===== config.mk =====
export PLATFORM = sky130hd
export DESIGN_NAME = dcache_stall_ctrl
export DESIGN_NICKNAME = d
export VERILOG_FILES = /design/src/rtl/dcache_stall_ctrl.sv
export SDC_FILE = /design/constraint.sdc
export NUM_CORES = 1
export LEC_CHECK = 0
export ABC_AREA = 1
export ABC_CLOCK_PERIOD_IN_PS = 4600
export CAP_MARGIN = 10
export CORE_MARGIN = 2
export CORE_UTILIZATION = 54
export CTS_CLUSTER_DIAMETER = 200
export DETAILED_ROUTE_END_ITERATION = 8
export HOLD_SLACK_MARGIN = 0.05
export PLACE_DENSITY_LB_ADDON = 0.3
export SYNTH_ARGS = -nofsm -noshare
export SYNTH_HDL_FRONTEND = slang
export SYNTH_SLANG_ARGS = --single-unit
export TNS_END_PERCENT = 50

===== constraint.sdc =====
create_clock -name clk_i -period 4.6 [get_ports clk_i]
set_input_delay 0.92 -clock clk_i [delete_from_list [all_inputs] [get_ports clk_i]]
set_output_delay 0.92 -clock clk_i [all_outputs]
set_load 0.02 [all_outputs]

===== src/rtl/dcache_stall_ctrl.sv =====
// Miss sequencer for the MEM-stage data cache.
// On a tag miss it stalls the pipeline, optionally writes back the dirty
// victim line, allocates the new line from memory, refills the arrays for
// one cycle and then lets the pending access complete as a hit.
module dcache_stall_ctrl #(
  parameter int INDEX_W  = 4,
  parameter int OFFSET_W = 5,
  localparam int TAG_W   = 32 - INDEX_W - OFFSET_W
) (
  input  logic              clk_i,
  input  logic              rst_i,
  input  logic              req_i,
  input  logic              write_i,
  input  logic [31:0]       addr_i,
  input  logic              hit_i,
  input  logic              dirty_i,
  input  logic [TAG_W-1:0]  victim_tag_i,
  input  logic              mem_ack_i,
  output logic              stall_o,
  output logic              mem_enable_o,
  output logic              mem_write_o,
  output logic [31:0]       mem_addr_o,
  output logic              tag_we_o,
  output logic              data_we_o,
  output logic              set_dirty_o,
  output logic [15:0]       miss_cnt_o
);

  localparam int LINE_W = 32 - OFFSET_W;

  typedef enum logic [1:0] {
    IDLE,
    WRITEBACK,
    ALLOCATE,
    REFILL
  } state_t;

  state_t             state_q, state_d;
  logic               mem_enable_q, mem_enable_d;
  logic               mem_write_q, mem_write_d;
  logic [31:0]        mem_addr_q, mem_addr_d;
  logic [15:0]        miss_cnt_q, miss_cnt_d;
  logic [LINE_W-1:0]  line_addr_q, line_addr_d;
  logic [TAG_W-1:0]   victim_tag_q, victim_tag_d;
  logic               write_q, write_d;

  logic               stall;
  logic               tag_we;
  logic               data_we;
  logic               set_dirty;
  logic               ack_seen;

  // Byte offset within the line never reaches memory or the latches.
  logic               unused_offset;
  assign unused_offset = ^addr_i[OFFSET_W-1:0];

  // Next-state, memory request and array write-enable decode.
  always_comb begin
    state_d      = state_q;
    mem_enable_d = mem_enable_q;
    mem_write_d  = mem_write_q;
    mem_addr_d   = mem_addr_q;
    miss_cnt_d   = miss_cnt_q;
    line_addr_d  = line_addr_q;
    victim_tag_d = victim_tag_q;
    write_d      = write_q;
    stall        = 1'b0;
    tag_we       = 1'b0;
    data_we      = 1'b0;
    set_dirty    = 1'b0;
    ack_seen     = mem_ack_i && mem_enable_q;

    case (state_q)
      IDLE: begin
        if (req_i) begin
          if (hit_i) begin
            if (write_i) begin
              data_we   = 1'b1;
              set_dirty = 1'b1;
            end
          end else begin
            stall        = 1'b1;
            line_addr_d  = addr_i[31:OFFSET_W];
            victim_tag_d = victim_tag_i;
            write_d      = write_i;
            if (miss_cnt_q != 16'hFFFF) begin
              miss_cnt_d = miss_cnt_q + 16'd1;
            end
            mem_enable_d = 1'b1;
            if (dirty_i) begin
              state_d     = WRITEBACK;
              mem_write_d = 1'b1;
              mem_addr_d  = {victim_tag_i, addr_i[INDEX_W+OFFSET_W-1:OFFSET_W],
                             {OFFSET_W{1'b0}}};
            end else begin
              state_d     = ALLOCATE;
              mem_write_d = 1'b0;
              mem_addr_d  = {addr_i[31:OFFSET_W], {OFFSET_W{1'b0}}};
            end
          end
        end
      end

      WRITEBACK: begin
        stall      = 1'b1;
        mem_addr_d = {victim_tag_q, line_addr_q[INDEX_W-1:0], {OFFSET_W{1'b0}}};
        if (ack_seen) begin
          state_d     = ALLOCATE;
          mem_write_d = 1'b0;
          mem_addr_d  = {line_addr_q, {OFFSET_W{1'b0}}};
        end
      end

      ALLOCATE: begin
        stall = 1'b1;
        if (ack_seen) begin
          state_d      = REFILL;
          mem_enable_d = 1'b0;
        end
      end

      REFILL: begin
        stall     = 1'b1;
        tag_we    = 1'b1;
        data_we   = 1'b1;
        set_dirty = write_q;
        state_d   = IDLE;
      end

      default: begin
        state_d = IDLE;
      end
    endcase
  end

  // State, memory request, miss counter and latched access registers.
  always_ff @(posedge clk_i or negedge rst_i) begin
    if (!rst_i) begin
      state_q      <= IDLE;
      mem_enable_q <= 1'b0;
      mem_write_q  <= 1'b0;
      mem_addr_q   <= 32'h0;
      miss_cnt_q   <= 16'h0;
      line_addr_q  <= '0;
      victim_tag_q <= '0;
      write_q      <= 1'b0;
    end else begin
      state_q      <= state_d;
      mem_enable_q <= mem_enable_d;
      mem_write_q  <= mem_write_d;
      mem_addr_q   <= mem_addr_d;
      miss_cnt_q   <= miss_cnt_d;
      line_addr_q  <= line_addr_d;
      victim_tag_q <= victim_tag_d;
      write_q      <= write_d;
    end
  end

  assign stall_o      = stall;
  assign tag_we_o     = tag_we;
  assign data_we_o    = data_we;
  assign set_dirty_o  = set_dirty;
  assign mem_enable_o = mem_enable_q;
  assign mem_write_o  = mem_write_q;
  assign mem_addr_o   = mem_addr_q;
  assign miss_cnt_o   = miss_cnt_q;

endmodule


Yosys cells after proc, flatten, opt, wreduce, memory -nomap -nowiden
Index checks and enable logic that the tools add are counted.

word-level totals
  input bits = 62
  logic and storage cells = 57
  output and inout bits = 54
  register bits = 103

operators by class
  equal/unequal tests = 8
  $add $sub $neg = 1
  muxes and demuxes = 28
  bitwise operators = 1
  reduce and logical (&&, ||, !) cells = 11

operators with widths
  cell                                                 number
  2-to-1 mux 32 bit                                    4
  one-hot mux 32 bit (2 select lines)                  1
  adder 16 x 1 -> 16 bit, second input constant        1
  inequality test 16 bit, second input constant        1
  AND reduction 4 bit                                  4
  2-to-1 mux 1 bit                                     12
  2-to-1 mux 2 bit                                     5
  one-hot mux 1 bit (2 select lines)                   5
  inequality test 2 bit, second input constant         4
  one-hot mux 2 bit (4 select lines)                   1
  AND reduction 3 bit                                  2
  equality test 2 bit, second input constant           2
  nonzero test 2 bit                                   2
  OR reduction 3 bit                                   1
  equality test 2 x 1 -> 1 bit, second input constant  1
  logical NOT 2 bit                                    1
  logical AND 1 bit                                    1
  inverter 1 bit                                       1

Longest topological paths before layout
  depth in word-level cells = 4
  depth in mapped cells = 10
  gate-level depth less buffers = 9

Worst setup path after synthesis
OpenSTA, ideal clock, no wires.

  path type = input to output
  start = input req_i
  end = output data_we_o
  data required time = 3680 ps
  buffers on the path = 0
  setup slack = 2294 ps
  stages = 2
  data arrival time = 1386 ps
  cell sequence = nand4_1 -> a21oi_1

between the ends
  word-level cells in the longest chain between the ends = 2

RTL lines
  what                                line  text
  from (decl)                         12    input logic req_i,
  2-to-1 mux 1 bit                    75    if (req_i) begin
  one-hot mux 1 bit (2 select lines)  73    case (state_q)
  to (decl)                           24    output logic data_we_o,

Every way passes these cells.

Worst setup path in the final report
  start = register state_q[1]
  end = register mem_write_q (netlist: mem_write_o)

between the ends
  word-level cells in the longest chain between the ends = 3
  elaborated cells between the ends (all ways) = 8
  those cells by class = eq/ne: 4; mux: 1; reduce/logical: 3

RTL lines
  what                                                                                 line  text
  from (decl)                                                                          38    state_t state_q, state_d;
  from (signal assigned)                                                               148   state_q <= state_d;
  equality test 2 x 1 -> 1 bit / logical NOT 2 bit (equally long branches)             73
  inequality test 2 bit (no source line) / nonzero test 2 bit (equally long branches)  n/a
  AND reduction 4 bit (no source line)                                                 n/a
  to (signal assigned)                                                                 150   mem_write_q <= mem_write_d;
  to (decl)                                                                            40    logic mem_write_q, mem_write_d;

Parallel ways exist; a longest one is shown, timed or not.
A chain may end at the register's enable or synchronous reset.

==> metrics.cfg <==
[status]
outcome = finished, final reports clean

[die]
floorplan.die.width_um = 99.1
die_h_um = 99.1
starting_density_of_the_core_pct = 55.9
die_area_mm2 = 0.00981
floorplan.rows = 34
core-area_mm2 = 0.00872
io_pins = 116

[grt]
via_count_of_the_first_global_routing_pass = 4322
number_of_antenna_violations_at_the_first_check_in_global_routing = 0
track_usage_pct = 25.6
grt_pass1_wl_um = 20200
grt_remaining_overflow = 0
maximum_number_of_pins_on_one_net_before_global_route_repair = 67

[cts]
cts_setup_buffers = 0
clk_root_buffer_cell = sky130_fd_sc_hd__clkbuf_8
number_of_cts_inserted_buffers = 9
cts_hold_repair.buffers = 0
h-tree-depth = 3
clock_insertion_delay_worst_skew_ps = 360
cts.clk_slew.worst_paths_ps = 90
cts.sink_count = 98
cts_resized = 0
tritoncts = built
clk_path_buf_depth = 2

[worst_hold_path]
hold_class = register to register

[cells_and_area]
layout.nets = 797
layout-area-overhead-vs-synth_pct = 25.4
n_antenna_cell = 0
nFillCells = 697
drive_gt1_share_pct = 4.22
finish.instance_area_mm2 = 0.00612
post_layout_instance_count_excluding_filler_cells = 842

[timing]
hold_viol = 0
rsz0062_at_grt = no
worst-slew-pin-transition_ps = 1110
timing.clock.skew_ps = 8.95
fmax_mhz = 300
final.hold.worst_slack_ps = 481
finalSetupViolCount = 0
final.period_utilization_pct = 72.5
setup_tns_ps = 0
final.min_clock_period_ps = 3330
final_max_tran_viols = 0
final.setup.worst_slack_ps = 1270
relative_slew_slack_pct = 25.7

[routing]
antenna_left = 0
route.vias.total = 4545
drc_errors = 0
avgViaCountPerCell = 5.40
post_drt_wl_per_cell_um = 14.6
drtPass1Iterations = 5
drtIter0Drc = 363
routed_wirelength_um = 12300

[synthesis]
synth_sequential_area_ratio_pct = 50.3
synth_area_mm2 = 0.00488
ys.warnings.count = 0
synthXorXnorAreaFrac_pct = 0.718
combinational_family_with_the_most_area_after_synthesis = simple AND/OR/NAND/NOR gates
syn_avg_cell_area_um2 = 7.59
post_synth_fa_ha_maj_area_fraction_pct = 1.28
synth_compound_area_share_pct = 13.1
synth_simple_gate_area_share_pct = 27.1
cells_after_synth = 643
synth.mux.area_fraction_pct = 0
flop_and_latch_count_out_of_synthesis = 98
synth.lib_cells_used.distinct = 28

[setup_path]
startpoint_class_of_the_critical_path = register
end_kind = register
worst-endpoint-required_ps = 4840
critical_path.max_fanout = 50
reg2reg_setup_slack_ps = 1270
timing_worst_setup_path_type = register to register
critPathArrivalTime_ps = 3570

[placement]
post-place-cells = 827
gp_routability_congestion = 0.857
placed_area_mm2 = 0.00592
port-buffer-count = 105
dp_hpwl_um = 7910
pre_cts_slack_ps = 1160

[flow_run]
drv_cap = 0

[power_and_ir_drop]
worst_ir_drop_vdd_uv = 137
power.density_cell_area_mw_per_mm2 = 264
power.static_leakage_nw = 2.96

-- critical path, cell delays in order (launching register included) --
cell and delay, ps:
sky130_fd_sc_hd__dfrtp_1 410, sky130_fd_sc_hd__inv_1 110, sky130_fd_sc_hd__ha_2 810, sky130_fd_sc_hd__inv_2 260, sky130_fd_sc_hd__o21ai_4 830, sky130_fd_sc_hd__inv_2 440, sky130_fd_sc_hd__o21ai_0 290, sky130_fd_sc_hd__nand2_1 70
-- report_power, final --
part           total [W]  switching [W]  internal, W
registers       0.000884     0.00000852     0.000875
logic           0.000170      0.0000850    0.0000853
clock network   0.000562       0.000297     0.000265
-- sequential cells by signal, summed over array words and instances, names as in the netlist --
name	count
line_addr_q	27
mem_addr_o	27
victim_tag_q	23
miss_cnt_o	16
state_q	2
mem_enable_o	1
mem_write_o	1
write_q	1
-- stage by stage --
| stage | total power [W] | util, % |
|---|---|---|
| after detailed placement | 0.00107 | 67.9 |
| after global placement | 0.00107 | 67.9 |
| after global routing | 0.00167 | 70.1 |
| after floorplan | 0.000964 | - |
| final | 0.00162 | 70.1 |
| after CTS | 0.00162 | 70.1 |
-- cell type report --
cell class	instances	area (um2)	share of cell area, %
Clock buffer	11	141	2.31
Clock inverter	4	52.6	0.859
Inverter	46	173	2.82
Multi-Input combinational cell	466	2080	34.1
Sequential cell	98	2450	40.1
Tap cell	108	135	2.21
Timing Repair Buffer	109	1080	17.6
-- routing by layer --
metal	GRT usage, %	up-vias	wire length [um]
met4	8.75	0	154
met5	0	-	0
met2	42.2	196	5960
met1	34.6	2133	5210
met3	4.26	13	942
li1	-	2203	-
-- synthesized netlist by cell type, drive strengths merged --
cell type / number / area share, %
a21oi: 28 / 2.9
or2: 1 / 0.13
nand2: 253 / 20
nand3b: 5 / 0.77
xnor2: 1 / 0.18
ha: 5 / 1.3
xor2: 3 / 0.54
a31oi: 5 / 0.64
inv: 46 / 3.5
clkbuf: 13 / 1.0
dfrtp: 98 / 50
nand3: 23 / 2.6
nor2: 42 / 3.3
o211ai: 1 / 0.15
conb: 1 / 0.077
buf: 24 / 3.0
o21ai: 91 / 9.4
nand4: 3 / 0.38
-- kinds of logic after synthesis --
group	after synthesis
xor gates and xnor gates	4
and+or+nand+nor	327
other	1
adders and majority gates	5
AOI/OAI and AO/OA	125
DFF	98
buffers and inverters	83
-- cell usage in the layout (no fill, tap or decap), types with 2 or more instances in the layout --
cell	Yosys	routed
sky130_fd_sc_hd__buf_4	6	5
sky130_fd_sc_hd__clkbuf_8	0	10
sky130_fd_sc_hd__conb_1	1	5
sky130_fd_sc_hd__nor2_1	41	41
sky130_fd_sc_hd__xor2_1	3	3
sky130_fd_sc_hd__nand2_2	2	2
sky130_fd_sc_hd__a21oi_1	28	28
sky130_fd_sc_hd__ha_1	5	4
sky130_fd_sc_hd__o21ai_1	10	10
sky130_fd_sc_hd__o21ai_0	80	80
sky130_fd_sc_hd__clkdlybuf4s50_1	0	104
sky130_fd_sc_hd__clkinv_4	0	2
sky130_fd_sc_hd__nand4_1	3	3
sky130_fd_sc_hd__dfrtp_1	98	98
sky130_fd_sc_hd__a31oi_1	5	5
sky130_fd_sc_hd__inv_1	43	43
sky130_fd_sc_hd__nand3_1	22	22
sky130_fd_sc_hd__nand3b_1	5	5
sky130_fd_sc_hd__nand2_1	249	249
sky130_fd_sc_hd__nand2_4	2	2
sky130_fd_sc_hd__inv_2	3	3
-- worst paths after layout --
| check | from | end | cells past startpoint |
|---|---|---|---|
| setup / recovery | state_q[1] | mem_write_o | 7 |
| hold / removal | line_addr_q[12] | line_addr_q[12] | 2 |
| setup reg to reg | state_q[1] | mem_write_o | 7 |
| hold reg to reg | line_addr_q[12] | line_addr_q[12] | 2 |
| max in group asynchronous | rst_i | line_addr_q[12] | 2 |
| min in group asynchronous | rst_i | mem_addr_o[24] | 1 |
(Power assumes the default switching activity.)
==> variant 1 (same settings) <==
The 4 states of `state_t` get a one-hot encoding in 4 bits.
--- a/src/rtl/dcache_stall_ctrl.sv
+++ b/src/rtl/dcache_stall_ctrl.sv
@@ -30,7 +30,7 @@
 
-  typedef enum logic [1:0] {
-    IDLE,
-    WRITEBACK,
-    ALLOCATE,
-    REFILL
+  typedef enum logic [3:0] {
+    IDLE      = 4'b0001,
+    WRITEBACK = 4'b0010,
+    ALLOCATE  = 4'b0100,
+    REFILL    = 4'b1000
   } state_t;
Function: same outputs for any inputs over 4 cycles, from zero or initial values and one cycle with rst_i low; so few cycles prove little.
==> variant 1 against the unedited design <==
- first-iteration DRC count decreased by 33%
- via count increased by 1.8%
- worst setup slack got worse by 280 ps
- wire length decreased by 2.3%
- critical path depth increased by 1
- area after synthesis increased by 5.2%
- count of clock-buffer cells in the layout decreased by 1
- fmax decreased by 7.7%
- sequential cell count increased by 2
- final area increased by 3.9%
- highest routed layer unchanged
Power is not compared: it rests on default switching activity, and its combinational part moved more than twofold at a synthesized area within 25%.
==> variant 1: results (changes against the unedited design) <==
- Setup slack after placement: 987 ps (-175 ps)
* Normalized max-slew margin: 0.368 (+0.111)
- Number of instances in the synthesized netlist: 685 (+6.5%)
- Net total in the final layout: 837 (+5.0%)
- Number of buffers on the longest clock path: 2 (unchanged)
- The data arrival time of the critical path was 2690 ps (-880 ps).
- By count the netlist is led by 312 x nand2_1, 99 x dfrtp_1, 75 x o21ai_0.
- Global-route wire length before repair: 19.8 mm (-2.2%)
- Violation count after the first detailed-routing iteration: 245 (-33%)
* Largest net degree at the start of global routing: 75 (+12%)
- Comb power: 0.00140 W
- Cell count after placement: 892 (+7.9%)
- H-Tree Level Count: 3 (unchanged)
* Number of distinct library cells after synthesis: 27 (-3.6%)
- Layout cell share with drive strength beyond 1: 0.0745 (+0.0322)
- The highest fanout seen on the critical path is 4 (-92%).
- The sum of net half-perimeters after detailed placement came to 8.11 mm (+2.5%).
- The kind of cell with the highest combined delay along the critical path is buffers and inverters.
- Maximum single-stage delay on the critical path: 600 ps (-230 ps)
- Routed wire length: 12.0 mm (-2.3%)
* Worst path slowest cell: clkdlybuf4s50_1
- Routability cong.: 0.873 (+1.8%)
- Worst-case clock skew: 14.6 ps (+5.66 ps)
* All-layer global routing usage: 0.243 (-0.0134)
- By area the synthesized netlist is led by dfrtp_1 48%, nand2_1 23%, o21ai_0 7.3%.
- The via count of the first global-routing pass was 4407 (+2.0%).
- The flow ran to the end, and the final reports show no timing, DRC or antenna violations.
variant 1: changes by cell type after synthesis, moves of 5 or more:
cell / delta
or2_2: +13
a21oi_1: -28
nor2_1: -23
o21ai_0: -5
clkbuf_1: -6
buf_6: +5
a31oi_1: -5
nand2_1: +63
o21ai_1: +6
variant 1: through the flow:
stage | total power (W) | instance area (sq um)
after floorplan | 0.00234 | 5150
after global placement | 0.00283 | 6160
after CTS | 0.00346 | 6350
final | 0.00343 | 6350
after global routing | 0.00369 | 6350
after detailed placement | 0.00290 | 6160
variant 1: cells by family (layout without fill, tap and decap cells):
group / Yosys count / count (layout) / share of synthesized area
xor+xnor: 6 / 6 / 0.0102
flops: 100 / 100 / 0.488
buf+inv: 87 / 177 / 0.0844
fa+ha+maj: 1 / 1 / 0.00244
compound gates: 96 / 96 / 0.0973
simple gates: 394 / 394 / 0.317
other cells: 1 / 5 / 0.000731
variant 1: final timing paths:
check,cells past startpoint,startpoint,to,slack (ps)
max reg2reg,9,state_q[3],mem_addr_o[15],2380
max in group asynchronous,2,rst_i,line_addr_q[17],2950
min in group asynchronous,1,rst_i,miss_cnt_o[6],650
max,8,req_i,stall_o,990
min reg2reg,2,victim_tag_q[18],victim_tag_q[18],480
min,2,victim_tag_q[18],victim_tag_q[18],480
variant 1: per-layer routing:
layer,up-vias,GRT usage,wire length [um],part of all wire
met5,-,0,0,0
met4,0,0.0634,116,0.0097
met3,14,0.0449,661,0.055
met2,134,0.424,6020,0.50
met1,2182,0.312,5190,0.43
li1,2299,-,-,-
variant 1: cell type report:
cell class | count | area (sq um)
clock buffers | 10 | 128
clock inverters | 6 | 63.8
fillers | 749 | 2890
inverters | 50 | 188
multi-input cells | 502 | 2220
flip-flops and latches | 100 | 2500
well taps | 129 | 161
repair buffers | 111 | 1090
==> variant 2 (same flow settings) <==
Made on the original files. The parameter `OFFSET_W` goes from 5 to 10.
--- a/src/rtl/dcache_stall_ctrl.sv
+++ b/src/rtl/dcache_stall_ctrl.sv
@@ -6,3 +6,3 @@
   parameter int INDEX_W  = 4,
-  parameter int OFFSET_W = 5,
+  parameter int OFFSET_W = 10,
   localparam int TAG_W   = 32 - INDEX_W - OFFSET_W
Interface: changed (resized victim_tag_i); port bits go from 116 to 111. No check against the original RTL was run, so the function may have changed too.
==> variant 2 against the unedited design <==
- area after synthesis decreased by 13%
- wire length down 16%
- power decreased by 8.5%
- first-iteration DRC count shrank 11%
- clock skew increased by 1.5 ps
- sequential cell count is 15 lower
- critical path type is now in -> out
- combinational power fell by 20%
- largest cell class unchanged
- final area is 13% lower
- worst setup slack gained 7.7 ps
- core utilization shrank 0.26 points
- synthesized cell count down 14%
- non-clock buffer count fell by 14
- critical path depth fell by 3
- global-route usage decreased by 0.34 points
==> variant 2: results (changes against the unedited design) <==
- Result of the run: finished, final reports clean
- Number of distinct library cells after synthesis: 29 (+3.6%)
- Power dissipated by switching net loads: 0.000349 W (-10%)
- The number of fillers in the final layout came to 611 (-12%).
- The logic depth of the worst register-to-register path is 7 (unchanged).
* Largest net degree at the start of global routing: 46 (-31%)
* Global-route wire length before repair: 17.2 mm (-15%)
- Post-CTS Setup Inserts: 0 (unchanged)
- Share of the yosys chip area belonging to registers: 0.491 (-0.0113)
* Half-perimeter wire length after placement: 6.85 mm (-13%)
- The highest fanout seen on the critical path was 3 (-94%).
- The total track usage was 0.253 (-0.00343).
- The total cell area at the placement stage is 0.00512 sq mm (-14%).
* Most common library cells after synthesis: 214 x nand2_1, 83 x dfrtp_1, 62 x o21ai_0
* Met1 wire length: 4.43 mm (-15%)
* Largest cells by area after synthesis: dfrtp_1 49%, nand2_1 19%, o21ai_0 7.3%
- Kind of cell adding the most delay to the critical path: buffers and inverters
- Largest vdd supply drop: 173 uV (+26%)
- Worst path slowest cell: clkdlybuf4s50_1
- The data arrival time of the critical path is 2410 ps (-1160 ps).
- Worst-case clock skew: 10.5 ps (+1.53 ps)
- The count of input and output buffers was 90 (-14%).
- Net total in the final layout: 697 (-13%)
- Via count of the first global-routing pass: 3819 (-12%)
- The global placement routability congestion was 0.870 (+1.5%).
- The leakage power was 2.56 nW (-14%).
* Wire per inst: 13.9 um (-4.7%)
- The largest incremental delay on the critical path is 630 ps (-200 ps).
- The first-iteration detailed-routing DRC count is 324 (-11%).
- Clock net sink count: 83 (-15%)
- WL met3: 590 um (-37%)
* Sum of buffers and inverters on the critical path: 2 (-1)
- The fraction of layout instances using a drive strength above 1 was 0.0484 (+0.00620).
* Average via count per standard cell: 5.32 (-1.4%)
* Transition time at the pin with the least slew margin: 896 ps (-215 ps)
- The routed length on met2 was 5.08 mm (-15%).
[variant 2: cell count changes after synthesis, moves of 5 or more]
cell     before  now
nor2_1       41   34
nand2_1     249  214
o21ai_1      10    2
buf_2        14    6
o21ai_0      80   62
a21oi_1      28   23
buf_4         6   13
dfrtp_1      98   83
[variant 2: logic make-up (layout without fill, tap and decap cells)]
logic type,count (synthesis),in the layout,synth area share
adder cells (fa/ha/maj),5,5,0.0148
buffers and inverters,78,153,0.0873
XOR/XNOR,4,4,0.00829
flip-flops,83,83,0.491
other,1,10,0.000887
AND/OR/NAND/NOR,289,289,0.280
AO/OA/AOI/OAI,96,96,0.118
[variant 2: per-stage QoR]
step	hold slack, ps	power, W	utilization	std cells	setup slack [ps]
6_report	480	0.00148	0.699	742	1270
5_1_grt	506	0.00153	0.699	742	1170
4_1_cts	487	0.00149	0.699	742	1240
3_5_place_dp	465	0.000898	0.669	726	1260
3_3_place_gp	458	0.000895	0.669	726	1330
2_1_floorplan	444	0.000816	-	565	2290
[variant 2: layout make-up]
type / instances / area (sq um) / area share
Tap cell: 102 / 128 / 0.0239
Multi-Input combinational cell: 404 / 1810 / 0.339
Inverter: 42 / 163 / 0.0304
Clock inverter: 5 / 85.1 / 0.0159
Timing Repair Buffer: 95 / 936 / 0.175
Clock buffer: 11 / 141 / 0.0265
Sequential cell: 83 / 2080 / 0.389
[variant 2: metal layers]
layer	vias up	track usage
met3	18	0.0317
met1	1893	0.330
li1	1896	-
met2	142	0.434
met4	0	0.0908
met5	-	0
[variant 2: final timing paths]
| path | end | from | slack, ps |
|---|---|---|---|
| hold reg to reg | mem_addr_o[14] | mem_addr_o[14] | 480 |
| min in group asynchronous | miss_cnt_o[6] | rst_i | 550 |
| hold / removal | mem_addr_o[14] | mem_addr_o[14] | 480 |
| setup reg to reg | mem_write_o | state_q[1] | 2240 |
| setup / recovery | data_we_o | req_i | 1270 |
| max in group asynchronous | miss_cnt_o[8] | rst_i | 3140 |
[variant 2: power by group through the flow]
stage	Clock, W	Sequential, W	Combinational (W)
2_1_floorplan	0	0.000773	0.0000425
3_3_place_gp	0	0.000760	0.000134
3_5_place_dp	0	0.000761	0.000137
4_1_cts	0.000607	0.000746	0.000137
5_1_grt	0.000635	0.000748	0.000148
6_report	0.000597	0.000746	0.000136
[variant 2: worst reg2reg max path, delay by kind of cell, from the launching register on]
kind / cells / cell delay (ps)
simple gates: 1 / 80
flops: 1 / 420
buf+inv: 3 / 670
fa+ha+maj: 1 / 160
compound gates: 2 / 930
